<file path="src/rtl/wave_capture_pkg.sv">
// Shared definitions for the waveform capture block: parameter defaults and FSM states.
package wave_capture_pkg;

  localparam int SAMPLE_BITS_DEFAULT = 8;
  localparam int IN_WIDTH_DEFAULT    = 16;

  typedef enum logic [1:0] {
    ARMED  = 2'd0,
    ACTIVE = 2'd1,
    WAIT   = 2'd2
  } cap_state_e;

endpackage

</file>
<file path="src/rtl/wave_capture.sv">
// Captures one frame of audio samples, starting at a positive zero crossing, into the RAM half
// the display is not reading; the halves are swapped once the display goes idle.
module wave_capture
  import wave_capture_pkg::*;
#(
  parameter int SAMPLE_BITS = SAMPLE_BITS_DEFAULT,
  parameter int IN_WIDTH    = IN_WIDTH_DEFAULT
) (
  input  logic                 clk,
  input  logic                 reset,
  input  logic                 new_sample_ready,
  input  logic [IN_WIDTH-1:0]  new_sample_in,
  input  logic                 wave_display_idle,
  output logic [SAMPLE_BITS:0] write_address,
  output logic                 write_enable,
  output logic [7:0]           write_sample,
  output logic                 read_index
);

  localparam logic [SAMPLE_BITS-1:0] LAST_IDX = '1;

  cap_state_e             state_q, state_d;
  logic [SAMPLE_BITS-1:0] index_q, index_d;
  logic                   read_index_q, read_index_d;
  logic [IN_WIDTH-1:0]    prev_q, prev_d;
  logic                   we_q, we_d;
  logic [SAMPLE_BITS:0]   addr_q, addr_d;
  logic [7:0]             ws_q, ws_d;
  logic                   trigger;
  logic                   accept;

  always_comb begin
    state_d      = state_q;
    index_d      = index_q;
    read_index_d = read_index_q;
    prev_d       = new_sample_ready ? new_sample_in : prev_q;
    we_d         = 1'b0;
    addr_d       = addr_q;
    ws_d         = ws_q;
    accept       = 1'b0;
    trigger      = new_sample_ready && prev_q[IN_WIDTH-1] && !new_sample_in[IN_WIDTH-1];

    case (state_q)
      ARMED: begin
        if (trigger) begin
          accept  = 1'b1;
          state_d = ACTIVE;
        end
      end
      ACTIVE: begin
        if (new_sample_ready) begin
          accept = 1'b1;
          if (index_q == LAST_IDX) state_d = WAIT;
        end
      end
      WAIT: begin
        // A strobe landing on the swap cycle only refreshes prev_sample.
        if (wave_display_idle) begin
          read_index_d = ~read_index_q;
          index_d      = '0;
          state_d      = ARMED;
        end
      end
      default: state_d = ARMED;
    endcase

    // Index wraps to zero after the last slot, leaving it clear for the next frame.
    if (accept) begin
      index_d = index_q + SAMPLE_BITS'(1);
      we_d    = 1'b1;
      addr_d  = {~read_index_q, index_q};
      ws_d    = {~new_sample_in[IN_WIDTH-1], new_sample_in[IN_WIDTH-2 -: 7]};
    end
  end

  always_ff @(posedge clk) begin
    if (reset) begin
      state_q      <= ARMED;
      index_q      <= '0;
      read_index_q <= 1'b0;
      prev_q       <= '0;
      we_q         <= 1'b0;
      addr_q       <= '0;
      ws_q         <= '0;
    end else begin
      state_q      <= state_d;
      index_q      <= index_d;
      read_index_q <= read_index_d;
      prev_q       <= prev_d;
      we_q         <= we_d;
      addr_q       <= addr_d;
      ws_q         <= ws_d;
    end
  end

  assign write_address = addr_q;
  assign write_enable  = we_q;
  assign write_sample  = ws_q;
  assign read_index    = read_index_q;

endmodule

</file>
<file path="config.mk">
export PLATFORM = sky130hd
export DESIGN_NAME = wave_capture
export DESIGN_NICKNAME = d
export VERILOG_FILES = /design/src/rtl/wave_capture_pkg.sv /design/src/rtl/wave_capture.sv
export SDC_FILE = /design/constraint.sdc
export NUM_CORES = 1
export LEC_CHECK = 0
export CAP_MARGIN = 20
export CELL_PAD_IN_SITES_DETAIL_PLACEMENT = 1
export CELL_PAD_IN_SITES_GLOBAL_PLACEMENT = 1
export CORE_MARGIN = 3
export CORE_UTILIZATION = 32
export DETAILED_ROUTE_END_ITERATION = 6
export PLACE_DENSITY_LB_ADDON = 0.1
export SYNTH_ARGS = -nofsm -noshare
export SYNTH_HDL_FRONTEND = slang
export SYNTH_SLANG_ARGS = --single-unit
</file>
<file path="constraint.sdc">
create_clock -name clk -period 1.62 [get_ports clk]
set_input_delay 0.324 -clock clk [delete_from_list [all_inputs] [get_ports clk]]
set_output_delay 0.324 -clock clk [all_outputs]
set_load 0.01 [all_outputs]
</file>
==> flow_metrics.env, run 1 <==
export IMPL_timing_critical_path_arrival_ns=1.20
export IMPL_slew_viol_final=0
export IMPL_wl_per_cell_um=13.00
export IMPL_final_nets=204
export IMPL_crit_path_max_fanout=3
export IMPL_dr_pass1_iters=4
export IMPL_count_of_state_elements_after_synthesis=30
export IMPL_p_per_area_nw_per_um2=853.5
export IMPL_clock_latency_at_the_later_pin_of_the_worst_skew_pair_ns=0.28
export IMPL_timing_setup_tns_ns=0
export IMPL_worst_path_max_delay_cell="sky130_fd_sc_hd__clkdlybuf4s50_1"
export IMPL_vias=1115
export IMPL_r2r_slack_ns=0.28
export IMPL_core_box_area_um2=3495
export IMPL_final_min_period_ns=1.525
export IMPL_ctsHtreeMaxLevel=2
export IMPL_routabilityCongestion=0.7763
export IMPL_die_area_um2=4568
export IMPL_final_layout_size_suffix_gt1_share_pct=13.74
export IMPL_fillers=416
export IMPL_number_of_global_route_vias_before_repair=1146
export IMPL_total_clock_buffers_created_by_cts=5
export IMPL_mostFrequentLayoutCell="sky130_fd_sc_hd__nand2_1"
export IMPL_timing_max_cap_violations=0
export IMPL_globalRouteOverflowTotal=0
export IMPL_critical_path_class="reg -> out"
export IMPL_worst_setup_hold_path_clk_slew_ns=0.06
export IMPL_via_per_inst=4.890
export IMPL_timing_critical_path_max_delay_family="buffers and inverters"
export IMPL_cts_root_buf="sky130_fd_sc_hd__clkbuf_8"
export IMPL_worst_ep_required_time_ns=1.30
export IMPL_fmax_mhz=655.5
export IMPL_grt_usage_pct=14.87
export IMPL_grt_antenna_before_repair=0
export IMPL_setup_viol=0
export IMPL_cts_repair_resize_count=0
export IMPL_mappedNetlistNets=161
export IMPL_cts_hold_fix_buffers=0
export IMPL_start_kind="flip-flop"
export IMPL_area_growth_pct=41.24
export IMPL_io_pins=39
export IMPL_layout_common_cells="sky130_fd_sc_hd__nand2_1, sky130_fd_sc_hd__dfxtp_1, sky130_fd_sc_hd__clkdlybuf4s50_1"
export IMPL_crit_path_end_kind="primary output"
export IMPL_insertedDiodeCount=0
export IMPL_core_rowCount=21
export IMPL_die_h_um=67.59
export IMPL_timing_critical_path_cells="clkdlybuf4s50_1"
export IMPL_worst_path_largest_cell_delay_ns=0.56
export IMPL_seq_area_frac_synth_pct=49.48
export IMPL_grt_start_max_net_pins=17
export IMPL_post_synth_instance_area_um2=1214
export IMPL_path_buf_inv=1
export IMPL_grt_setup_unrepaired="false"
export IMPL_start_util_pct=34.73
export IMPL_drt_total_wl_mm=2.965
export IMPL_grt_pass1_wl_mm=5.064
export IMPL_power_static_leakage_nw=0.6035
export IMPL_die_x_um=67.59
export IMPL_whs_ns=0.4525
export IMPL_cts_tree="built"
export IMPL_post_route_drc_count=0
export IMPL_hold_violations=0
export IMPL_skew_ns=0.004354
export IMPL_min_path_type="reg -> reg"
export IMPL_syn_instance_count=140
export IMPL_final_period_utilization_pct=94.17
export IMPL_syn_warnings=0
export IMPL_worst_ir_drop_vdd_mv=0.4686
export IMPL_hpwl_mm=2.217
export IMPL_syn_avg_cell_area_um2=8.669
export IMPL_drt_first_iter_violations=46
export IMPL_synth_distinct_cells=29
export IMPL_clock_path_buffers=2
export IMPL_postRouteAntennaNets=0
export IMPL_numPortBuffers=30
export IMPL_cts_sinks=30
export IMPL_actual_slew_at_the_worst_max_slew_pin_ns=0.2705
export IMPL_cts_setup_buffers=0
export IMPL_maxSlewHeadroom_pct=81.94
export IMPL_run_status="finished clean"
## per-layer routing
layer  track usage (%)  part of all wire [%]  vias up
met1             18.05                    46      514
met3             3.661                   4.6        5
li1                  -                     -      570
met5                 0                     0        -
met4             8.354                   2.0        0
met2             23.82                    47       26
## Yosys cell counts
library cell	instances	area [um2]
sky130_fd_sc_hd__a211oi_1	3	22.52
sky130_fd_sc_hd__a21oi_1	20	100.1
sky130_fd_sc_hd__a311oi_1	4	35.03
sky130_fd_sc_hd__a41oi_1	2	17.52
sky130_fd_sc_hd__and3_1	2	12.51
sky130_fd_sc_hd__and3b_1	1	8.760
sky130_fd_sc_hd__and4_1	1	8.760
sky130_fd_sc_hd__buf_2	3	15.01
sky130_fd_sc_hd__buf_4	1	7.510
sky130_fd_sc_hd__buf_6	1	11.26
sky130_fd_sc_hd__clkbuf_1	3	11.26
sky130_fd_sc_hd__dfxtp_1	30	600.6
sky130_fd_sc_hd__ha_1	1	12.51
sky130_fd_sc_hd__mux2_2	1	11.26
sky130_fd_sc_hd__mux2i_1	2	20.02
sky130_fd_sc_hd__nand2_1	34	127.6
sky130_fd_sc_hd__nand2b_1	4	25.02
sky130_fd_sc_hd__nand3_1	6	30.03
sky130_fd_sc_hd__nand3b_1	2	15.01
sky130_fd_sc_hd__nand4_1	2	12.51
sky130_fd_sc_hd__nor2_1	7	26.28
sky130_fd_sc_hd__nor2b_2	1	8.760
sky130_fd_sc_hd__nor2b_4	1	13.76
sky130_fd_sc_hd__nor3_1	2	10.01
sky130_fd_sc_hd__nor3b_1	1	7.510
sky130_fd_sc_hd__o21a_4	1	15.01
sky130_fd_sc_hd__o21ai_0	2	10.01
sky130_fd_sc_hd__o21ai_2	1	8.760
sky130_fd_sc_hd__xor2_1	1	8.760
## area by class of cell
| cell class | instances | area [um2] | area share [%] |
|---|---|---|---|
| sequential | 30 | 600.6 | 35.04 |
| multi-input combinational | 102 | 568.0 | 33.14 |
| timing repair buffer | 44 | 405.4 | 23.65 |
| clock buffer | 6 | 82.58 | 4.818 |
| tap | 46 | 57.56 | 3.358 |
## report_power, final
| part | total (mW) | switching [mW] | internal, mW |
|---|---|---|---|
| combinational | 0.118 | 0.0520 | 0.0662 |
| clock | 0.589 | 0.262 | 0.327 |
| sequential | 0.756 | 0.00687 | 0.749 |
| total | 1.46 | 0.321 | 1.14 |
## tightest hold or removal path, delay by kind of cell (launching register included)
kind | cells | cell delay [ns]
AOI/OAI and AO/OA | 1 | 0.05
DFF | 1 | 0.30
and+or+nand+nor | 1 | 0.05
## kinds of logic (layout without fill, tap and decap cells)
group | after synthesis | count (layout) | share of synthesized area, %
simple gates | 64 | 64 | 25.26
buf+inv | 8 | 50 | 3.711
fa+ha+maj | 1 | 1 | 1.031
mux | 3 | 3 | 2.577
flops | 30 | 30 | 49.48
compound gates | 33 | 33 | 17.22
xor+xnor | 1 | 1 | 0.7218
## metrics by stage
stage	util (%)	total power, mW	setup slack (ns)	area, um2	instances
6_report	49.05	1.463	0.09451	1714	228
5_1_grt	49.05	1.526	0.04704	1714	228
4_1_cts	49.05	1.487	0.08095	1714	228
3_5_place_dp	46.69	0.8923	-0.1281	1632	222
3_3_place_gp	46.69	0.8869	-0.1110	1632	222
2_1_floorplan	-	0.8214	0.3363	1214	140
## path summary, 6_finish.rpt
check | end | startpoint | cells after the start
min reg2reg | write_address[6] | write_address[6] | 2
max reg2reg | index_q[5] | index_q[0] | 3
min | write_address[6] | write_address[6] | 2
max | read_index | read_index | 1
## sequential cells by signal, summed over array words and instances (netlist names)
name / count
write_sample: 8
write_address: 9
prev_q: 1
write_enable: 1
state_q: 2
read_index: 1
index_q: 8
Note: power is estimated with default switching activity, not from simulation.
==> run 2, diff against run 1 <==
--- a/config.mk
+++ b/config.mk
@@ -11,6 +11,7 @@
 export CORE_MARGIN = 3
 export CORE_UTILIZATION = 32
 export DETAILED_ROUTE_END_ITERATION = 6
+export GPL_ROUTABILITY_DRIVEN = 0
 export PLACE_DENSITY_LB_ADDON = 0.1
 export SYNTH_ARGS = -nofsm -noshare
 export SYNTH_HDL_FRONTEND = slang
==> results of run 2 <==
The final DEF is identical to that of run 1; final timing and power are the same.
==> run 3, diff against run 2 <==
--- a/config.mk
+++ b/config.mk
@@ -6,10 +6,10 @@
 export NUM_CORES = 1
 export LEC_CHECK = 0
 export CAP_MARGIN = 20
-export CELL_PAD_IN_SITES_DETAIL_PLACEMENT = 1
-export CELL_PAD_IN_SITES_GLOBAL_PLACEMENT = 1
+export CELL_PAD_IN_SITES_DETAIL_PLACEMENT = 0
+export CELL_PAD_IN_SITES_GLOBAL_PLACEMENT = 2
 export CORE_MARGIN = 3
-export CORE_UTILIZATION = 32
+export CORE_UTILIZATION = 25
 export DETAILED_ROUTE_END_ITERATION = 6
 export GPL_ROUTABILITY_DRIVEN = 0
 export PLACE_DENSITY_LB_ADDON = 0.1
==> flow_metrics.env, run 3 (synthesis results as in run 1) <==
export IMPL_worst_ir_drop_vdd_mv=0.4467
export IMPL_min_path_type="reg -> reg"
export IMPL_worst_ep_required_time_ns=1.30
export IMPL_via_per_inst=4.738
export IMPL_slew_viol_final=0
export IMPL_worst_path_max_delay_cell="sky130_fd_sc_hd__clkdlybuf4s50_1"
export IMPL_timing_setup_tns_ns=0
export IMPL_crit_path_max_fanout=3
export IMPL_dr_pass1_iters=4
export IMPL_drt_first_iter_violations=55
export IMPL_clock_path_buffers=2
export IMPL_area_growth_pct=43.51
export IMPL_total_clock_buffers_created_by_cts=5
export IMPL_io_pins=39
export IMPL_cts_repair_resize_count=0
export IMPL_mostFrequentLayoutCell="sky130_fd_sc_hd__nand2_1"
export IMPL_core_box_area_um2=4504
export IMPL_timing_reg2reg_worst_path_depth=5
export IMPL_power_static_leakage_nw=0.6144
export IMPL_critical_path_class="reg -> out"
export IMPL_vias=1123
export IMPL_cts_tree="built"
export IMPL_drt_total_wl_mm=3.032
export IMPL_detailed_place_area_um2=1647
export IMPL_insertedDiodeCount=0
export IMPL_p_per_area_nw_per_um2=853.8
export IMPL_wl_per_cell_um=12.79
export IMPL_layout_common_cells="sky130_fd_sc_hd__nand2_1, sky130_fd_sc_hd__dfxtp_1, sky130_fd_sc_hd__clkdlybuf4s50_1"
export IMPL_critical_path_cell_count=1
export IMPL_whs_ns=0.4528
export IMPL_actual_slew_at_the_worst_max_slew_pin_ns=0.2680
export IMPL_numPortBuffers=30
export IMPL_crit_path_end_kind="primary output"
export IMPL_final_layout_size_suffix_gt1_share_pct=14.59
export IMPL_clock_latency_at_the_later_pin_of_the_worst_skew_pair_ns=0.28
export IMPL_postLayoutCoreUtil_pct=38.67
export IMPL_ctsHtreeMaxLevel=2
export IMPL_path_buf_inv=1
export IMPL_final_nets=205
export IMPL_worst_path_largest_cell_delay_ns=0.56
export IMPL_final_critical_path_setup_slack_ns=0.09430
export IMPL_grt_usage_pct=11.91
export IMPL_cts_root_buf="sky130_fd_sc_hd__clkbuf_8"
export IMPL_grt_antenna_before_repair=0
export IMPL_die_h_um=75.68
export IMPL_core_rowCount=24
export IMPL_cts_setup_buffers=0
export IMPL_grt_pass1_wl_mm=5.023
export IMPL_largest_register_ff_count=9
export IMPL_number_of_global_route_vias_before_repair=1103
export IMPL_globalRouteOverflowTotal=0
export IMPL_final_min_period_ns=1.526
export IMPL_r2r_end="index_q[4]"
export IMPL_setup_viol=0
export IMPL_post_place_ws_ns=-0.1916
export IMPL_start_util_pct=26.94
export IMPL_timing_critical_path_arrival_ns=1.20
export IMPL_cts_hold_fix_buffers=0
export IMPL_grt_start_max_net_pins=19
export IMPL_hold_violations=0
export IMPL_final_period_utilization_pct=94.18
export IMPL_run_status="finished clean"
export IMPL_fmax_mhz=655.4
export IMPL_hpwl_mm=2.150
export IMPL_worst_setup_hold_path_clk_slew_ns=0.06
export IMPL_skew_ns=0.005312
export IMPL_postRouteAntennaNets=0
export IMPL_post_layout_inst_area_um2=1742
export IMPL_post_route_drc_count=0
export IMPL_grt_setup_unrepaired="false"
export IMPL_maxSlewHeadroom_pct=82.11
export IMPL_r2r_slack_ns=0.28
export IMPL_timing_critical_path_max_delay_family="buffers and inverters"
export IMPL_die_area_um2=5727
export IMPL_crit_path_end="read_index"
export IMPL_timing_max_cap_violations=0
export IMPL_worstReg2RegStart="prev_q[15]"
export IMPL_cts_sinks=30
export IMPL_timing_critical_path_cells="clkdlybuf4s50_1"
export IMPL_cp_startpoint="read_index"
export IMPL_start_kind="flip-flop"
export IMPL_die_x_um=75.68
run 3: worst min path at each step:
stage / startpoint / end / cells past startpoint
5_1_grt: write_address[4] / write_address[4] / 2
4_1_cts: write_sample[6] / write_sample[6] / 2
2_1_floorplan: new_sample_in[15] / write_sample[7] / 1
3_3_place_gp: write_sample[6] / write_sample[6] / 2
6_report: write_address[4] / write_address[4] / 2
3_5_place_dp: write_sample[6] / write_sample[6] / 2
run 3: area by class of cell:
cell class | count | area, um2
fill | 467 | 2763
sequential | 30 | 600.6
multi-input combinational | 102 | 568.0
timing repair buffer | 45 | 416.7
clock buffer | 7 | 86.33
tap | 52 | 65.06
clock inverter | 1 | 5.005
run 3: report_power, final:
group / leakage [nW] / total (mW) / internal [mW] / switching, mW
clock: 0.0482 / 0.612 / 0.342 / 0.270
sequential: 0.242 / 0.755 / 0.749 / 0.00686
combinational: 0.324 / 0.119 / 0.0666 / 0.0529
run 3: per-layer routing:
layer	vias up	global-route usage, %	part of all wire (%)
met5	-	0	0
met2	23	19.65	48
met4	0	5.243	1.5
li1	578	-	-
met1	514	14.31	47
met3	8	3.562	3.2
run 3: per-stage QoR:
step / total power, mW / instances
final: 1.487 / 237
after global routing: 1.562 / 237
after CTS: 1.521 / 237
after detailed placement: 0.8923 / 229
after global placement: 0.8895 / 229
after floorplan: 0.8214 / 140
